`src/rtl/press_sequence_decoder_pkg.sv`:
```
// Shared types and default constants for the press sequence decoder.
// Defaults target a 50 MHz system clock.
package press_sequence_decoder_pkg;

  typedef enum logic [1:0] {
    IDLE    = 2'd0,
    COLLECT = 2'd1,
    EMIT    = 2'd2
  } state_t;

  localparam int DEF_GAP_CYCLES  = 25000000;
  localparam int DEF_MAX_PRESSES = 7;
  localparam int DEF_CNT_W       = 3;
  localparam int DEF_TIMER_W     = 26;

endpackage

```
`src/rtl/press_sequence_decoder_gap_timer.sv`:
```
// Idle-gap timer: counts cycles since the last restart and
// flags the final cycle of the gap window.
module gap_timer
  import press_sequence_decoder_pkg::*;
#(
  parameter int GAP_CYCLES = DEF_GAP_CYCLES,
  parameter int TIMER_W    = DEF_TIMER_W
) (
  input  logic clk_in,
  input  logic reset,
  input  logic restart,
  input  logic enable,
  output logic expire
);

  localparam logic [TIMER_W-1:0] LAST = TIMER_W'(GAP_CYCLES - 1);

  logic [TIMER_W-1:0] count;

  always_ff @(posedge clk_in) begin
    if (reset) begin
      count <= '0;
    end else if (restart) begin
      count <= '0;
    end else if (enable && !expire) begin
      count <= count + TIMER_W'(1);
    end
  end

  assign expire = (count == LAST);

endmodule

```
`src/rtl/press_sequence_decoder.sv`:
```
// Groups debounced press strobes into sequences and reports the
// press count once the idle gap after the last press has elapsed.
module press_sequence_decoder
  import press_sequence_decoder_pkg::*;
#(
  parameter int GAP_CYCLES  = DEF_GAP_CYCLES,
  parameter int MAX_PRESSES = DEF_MAX_PRESSES,
  parameter int CNT_W       = DEF_CNT_W,
  parameter int TIMER_W     = DEF_TIMER_W
) (
  input  logic             clk_in,
  input  logic             reset,
  input  logic             press_pulse,
  input  logic             clear,
  output logic             seq_valid,
  output logic [CNT_W-1:0] seq_count,
  output logic             overflow,
  output logic             busy
);

  localparam logic [CNT_W-1:0] MAX_C = CNT_W'(MAX_PRESSES);
  localparam logic [CNT_W-1:0] ONE   = CNT_W'(1);

  state_t           state;
  logic [CNT_W-1:0] count;
  logic             ovf_flag;
  logic             expire;
  logic             restart;
  logic             enable;

  // Timer only runs while collecting; any press or abort rewinds it.
  assign restart = clear | press_pulse | (state != COLLECT);
  assign enable  = (state == COLLECT);

  gap_timer #(
    .GAP_CYCLES(GAP_CYCLES),
    .TIMER_W   (TIMER_W)
  ) u_gap_timer (
    .clk_in (clk_in),
    .reset  (reset),
    .restart(restart),
    .enable (enable),
    .expire (expire)
  );

  always_ff @(posedge clk_in) begin
    if (reset) begin
      state     <= IDLE;
      count     <= '0;
      ovf_flag  <= 1'b0;
      seq_count <= '0;
      overflow  <= 1'b0;
    end else if (clear) begin
      state    <= IDLE;
      count    <= '0;
      ovf_flag <= 1'b0;
    end else begin
      case (state)
        IDLE: begin
          if (press_pulse) begin
            count    <= ONE;
            ovf_flag <= 1'b0;
            state    <= COLLECT;
          end
        end
        COLLECT: begin
          if (press_pulse) begin
            if (count < MAX_C) begin
              count <= count + ONE;
            end else begin
              ovf_flag <= 1'b1;
            end
          end else if (expire) begin
            state     <= EMIT;
            seq_count <= count;
            overflow  <= ovf_flag;
          end
        end
        EMIT: begin
          if (press_pulse) begin
            count    <= ONE;
            ovf_flag <= 1'b0;
            state    <= COLLECT;
          end else begin
            state <= IDLE;
          end
        end
        default: state <= IDLE;
      endcase
    end
  end

  assign seq_valid = (state == EMIT);
  assign busy      = (state != IDLE);

endmodule

```
`config.mk`:
```
export PLATFORM = sky130hd
export DESIGN_NAME = press_sequence_decoder
export DESIGN_NICKNAME = d
export VERILOG_FILES = /design/src/rtl/press_sequence_decoder_pkg.sv /design/src/rtl/press_sequence_decoder_gap_timer.sv /design/src/rtl/press_sequence_decoder.sv
export SDC_FILE = /design/constraint.sdc
export NUM_CORES = 1
export LEC_CHECK = 0
export ABC_AREA = 1
export CAP_MARGIN = 20
export CORE_AREA = 8 8 62 77
export CTS_CLUSTER_DIAMETER = 60
export DETAILED_ROUTE_END_ITERATION = 8
export DIE_AREA = 0 0 70 85
export PLACE_DENSITY = 0.77
export SYNTH_ARGS = -nofsm -noshare
export SYNTH_HDL_FRONTEND = slang
export SYNTH_HIERARCHICAL = 1
export SYNTH_SLANG_ARGS = --single-unit
```
`constraint.sdc`:
```
create_clock -name clk_in -period 2.5 [get_ports clk_in]
set_clock_uncertainty 0.2 [all_clocks]
set_input_delay 0.25 -clock clk_in [delete_from_list [all_inputs] [get_ports clk_in]]
set_output_delay 0.25 -clock clk_in [all_outputs]
set_load 0.1 [all_outputs]
```
# Yosys cells after proc, flatten, opt, wreduce, memory -nomap -nowiden
# Index checks and enable logic that the tools add are counted.
# word_totals
ff_bits	36
inputBits	4
output_inout_bits	6
elab_cells	49
# classes
addsub	2
n_eq_ne	11
magnitude_cmp	1
muxes	13
reduce_logical	12
bitwise_logic	4
# op_table
op	count
$add 26x1->26 const B	1
$eq 26x25->1 const B	1
$ne 2x2->1 const B	6
$reduce_and 4->1	3
$mux 3	3
$mux 2	3
$pmux 2 s3	1
$pmux 3 s2	1
$reduce_or 2->1	3
$mux 1	4
$ne 2x1->1 const B	2
$reduce_bool 2->1	2
$add 3x1->3 const B	1
$lt 3x3->1 const B	1
$reduce_and 3->1	1
$eq 2x1->1 const B	1
$eq 2x2->1 const B	1
$logic_not 2->1	1
$not 1->1	2
$or 1x1->1	2
$pmux 1 s2	1
$logic_and 1x1->1	1
$logic_not 1->1	1

# Depth between registers and ports, before layout
# depth
ltp_word	4
depth_mapped	12
ltp_nobuf	12

# Cells and area by module
# The synthesis kept the hierarchy.
# by_module_without_submodules
mod	cells_each	area_each_um2	instances	seq_area_each_um2
gap_timer	250	1567.8	1	520.5
press_sequence_decoder	75	486.7	1	200.2

# Worst setup path before layout
# Ideal clock, no wire load.
# synth_path
kind	register to output
from	register state[1]
to	output seq_valid
n_path_buf	0
t_arrival_ns	1.624
stages_incl_launch_ff	3
required_ns	2.050
setup_slack_ns	0.426
cell_sequence	dfxtp_1 inv_1 nor2_1
# synth_via
elab_chain_len	1
# synth_lines
item	line_no	rtl
start: declaration	press_sequence_decoder.sv:24	state_t state;
start signal: assignment	press_sequence_decoder.sv:48	state <= IDLE;
start signal: assignment	press_sequence_decoder.sv:54	state <= IDLE;
start signal: assignment	press_sequence_decoder.sv:63	state <= COLLECT;
$eq 2x2->1	press_sequence_decoder.sv:93	assign seq_valid = (state == EMIT);
end: declaration	press_sequence_decoder.sv:15	output logic seq_valid,
# Every way passes these cells.

# Worst setup path in the final report
# layout_path
from	register u_gap_timer.count[12]
to	register seq_count[1]
# layout_via
elab_chain_len	2
# layout_lines
item	line_no	rtl
start: declaration	press_sequence_decoder_gap_timer.sv:18	logic [TIMER_W-1:0] count;
start signal: assignment	press_sequence_decoder_gap_timer.sv:26	count <= count + TIMER_W'(1);
$eq 26x25->1	press_sequence_decoder_gap_timer.sv:30	assign expire = (count == LAST);
named net expire	press_sequence_decoder.sv:27	logic expire;
$reduce_and 4->1 (no source line)	n/a	
end signal: assignment	press_sequence_decoder.sv:75	seq_count <= count;
end: declaration	press_sequence_decoder.sv:16	output logic [CNT_W-1:0] seq_count,
# The timed path passes the listed nets, and every way through them passes these cells.
# A chain may end at the register's enable or synchronous reset.

==> impl_metrics.yaml <==
sta:
  rsz0062_at_grt: "no"
  finalMaxSlewViolations: 0
  worst_slew_pin_slew_ns: 0.333
  max_freq_ghz: 0.471
  post-route-min-period_ns: 2.12
  setup_tns_ns: 0
  hold_violations: 0
  setup_viol: 0
  fin_crit_sh_pct: 85.0
  max_slew_margin_pct: 77.6
global_route:
  overflow: 0
  grt_pass1_wl_mm: 7.82
  grt_max_degree: 13
  grt_pass1_vias: 1865
  antenna_found_initial: 0
  track_usage_pct: 15.6
drt:
  drc: 0
  detail-route-antenna-nets: 0
  drtIter0Drc: 76
  viasPerCell: 5.23
  wl_mm: 4.60
  first_pass_iters: 4
  wl_per_cell_um: 12.0
  vias: 1999
run_status:
  outcome: "complete, no violations"
worst_setup_path:
  timing.rr.start: "u_gap_timer/count[12]$_SDFFE_PP0P_"
  critPathCaptureType: "register"
  reg2regPathDepth: 11
  reg2reg_slack_ns: 0.38
  r2r_end: "seq_count[1]$_SDFFE_PP0P_"
  crit_required_ns: 2.48
  critPathMaxFanout: 8
  arrival_ns: 2.11
  path_class: "register to register"
  start_kind: "register"
cts:
  path_clk_slew_ns: 0.07
  ctsResizeCount: 0
  worstSkewPairLatency_ns: 0.29
  cts.sinks: 36
  cts_buffers: 5
  holdBufCountCts: 0
  cts.htree.levels: 2
  tritoncts: "yes"
  cts.path.max_buffers: 2
  post-cts-setup-buffers: 0
  root_buffer: "clkbuf_8"
placed_design:
  place_congestion: 0.945
  port_buffers: 9
  placed_area_um2: 2190
  dp_hpwl_mm: 3.64
synth:
  syn_inst: 325
  netlist_area_um2: 2050
  avgSynthCellArea_um2: 6.32
  yosys.area.top_type_share_pct: 35.1
  yosys-top-cells-area: "dfxtp_1 (35%), nand2_1 (15%), nor2_1 (9.9%), nand3_1 (7.1%), inv_1 (6.9%)"
  synthDistinctLibCells: 26
  synth-seq-cells: 36
  synth-seq-area-share_pct: 35.1
  syn_nets: 331
  synth_warnings: 6
  yosys.area.top_type: "dfxtp_1"
run:
  max_cap_viol_count: 0
pwr:
  power.leakage_nw: 0.838
  power.density_nw_per_um2: 508
  ir_drop_uv: 561
cells_and_area:
  drive_above_1_share_pct: 14.0
  num_antenna_cells: 0
  fin_area_um2: 2320
  nets: 347
  n_fill_cell: 330
  syn2layout_area_growth_pct: 12.9
floorplanning:
  rows: 25
  die_h_um: 85
  die-area_um2: 5950
  io_pins: 10
  die_w_um: 70
  core-area_um2: 3630
  initial_utilization_pct: 56.6
min_path:
  holdPathEnd: "ovf_flag$_SDFFE_PP0P_"
  hp-start: "ovf_flag$_SDFFE_PP0P_"
  hold_path_class: "register to register"
  worstHoldPathCells: 2
cells by family after synthesis:
group                    Yosys count  share of synthesized area, %
AO/OA/AOI/OAI                     37                          9.26
buffers and inverters             45                          8.34
adder cells (fa/ha/maj)            2                          1.22
XOR/XNOR                           2                         0.853
AND/OR/NAND/NOR                  203                          45.2
flip-flops                        36                          35.1
metrics by stage:
| step | util (%) | setup slack [ns] | hold slack, ns | total power [mW] | std cells |
|---|---|---|---|---|---|
| 2_1_floorplan | - | 0.426 | 0.127 | 0.621 | 325 |
| 3_3_place_gp | 60.4 | 0.438 | 0.267 | 0.636 | 374 |
| 3_5_place_dp | 60.4 | 0.403 | 0.264 | 0.636 | 374 |
| 4_1_cts | 63.9 | 0.386 | 0.276 | 1.19 | 382 |
| 5_1_grt | 63.9 | 0.131 | 0.311 | 1.22 | 382 |
| 6_report | 63.9 | 0.375 | 0.273 | 1.18 | 382 |
how the worst max path moves through the flow:
stage                                                  start                        end  slack, ns  cells past startpoint
after floorplan                        state[1]$_SDFFE_PP0P_                  seq_valid       0.43                      2
after CTS                 u_gap_timer/count[12]$_SDFFE_PP0P_  seq_count[1]$_SDFFE_PP0P_       0.39                     11
final                     u_gap_timer/count[12]$_SDFFE_PP0P_  seq_count[1]$_SDFFE_PP0P_       0.38                     11
after global routing      u_gap_timer/count[18]$_SDFFE_PP0P_  seq_count[1]$_SDFFE_PP0P_       0.13                     11
after detailed placement  u_gap_timer/count[12]$_SDFFE_PP0P_  seq_count[1]$_SDFFE_PP0P_       0.40                     11
after global placement     u_gap_timer/count[0]$_SDFFE_PP0P_  seq_count[1]$_SDFFE_PP0P_       0.44                     10
power by group:
part           internal (mW)  switching, mW  total [mW]
clock                  0.352          0.202       0.554
sequential             0.575        0.00291       0.578
combinational         0.0153         0.0303      0.0456
state kept, by name, summed over array words and instances (netlist names):
register           flops
ovf_flag               1
u_gap_timer/count     26
seq_count              3
state                  2
count                  3
overflow               1
synthesized netlist by cell type:
library cell / n
nor2_4: 2
nor2_2: 9
a21oi_1: 25
clkbuf_1: 1
dfxtp_1: 36
nor3_1: 9
nor4_1: 1
buf_1: 1
o21ai_1: 1
nand2_1: 80
inv_1: 38
nand2_2: 9
o21a_1: 1
nand3_2: 4
inv_2: 3
o21ai_0: 9
nor2_1: 54
nor3_4: 1
ha_1: 2
buf_2: 2
a21boi_0: 1
nand4_1: 3
nor3_2: 2
xor2_1: 1
nand3_1: 29
xnor2_1: 1
final cells by class:
cell class / count / area [um^2] / area share [%]
flip-flops and latches: 36 / 721 / 31.1
clock inverters: 1 / 30.0 / 1.30
repair buffers: 13 / 105 / 4.53
inverters: 41 / 154 / 6.64
multi-input cells: 244 / 1160 / 50.1
well taps: 40 / 50.0 / 2.16
clock buffers: 7 / 96.3 / 4.16
placed cells by master, fill, tap and decap left out, types with 2 or more instances in the layout:
master,n
ha_1,2
clkbuf_8,7
nor3_1,9
nand2_1,80
inv_1,38
a21oi_1,25
nor3_2,2
nor2_2,9
inv_2,3
clkdlybuf4s50_1,3
nand4_1,3
o21ai_0,9
nand3_1,29
nand2_2,9
nand3_2,4
buf_4,10
dfxtp_1,36
nor2_1,54
nor2_4,2
routing by layer:
metal,vias up,global-route usage (%),share of wire [%]
li1,1064,-,-
met1,883,15.1,40
met2,41,29.3,52
met3,11,4.78,5.4
met4,0,6.96,2.1
met5,-,0,0
critical path, stage by stage (launching register included):
cell and delay, ns:
dfxtp_1 0.44, nand2_1 0.14, nor2_4 0.18, nand3_2 0.13
nor2_2 0.11, nand2_2 0.10, inv_1 0.08, inv_1 0.08
nor3_4 0.35, nand2_1 0.09, nand2_1 0.08, nor2_1 0.04
No activity file was read; power rests on OpenSTA's default activity.
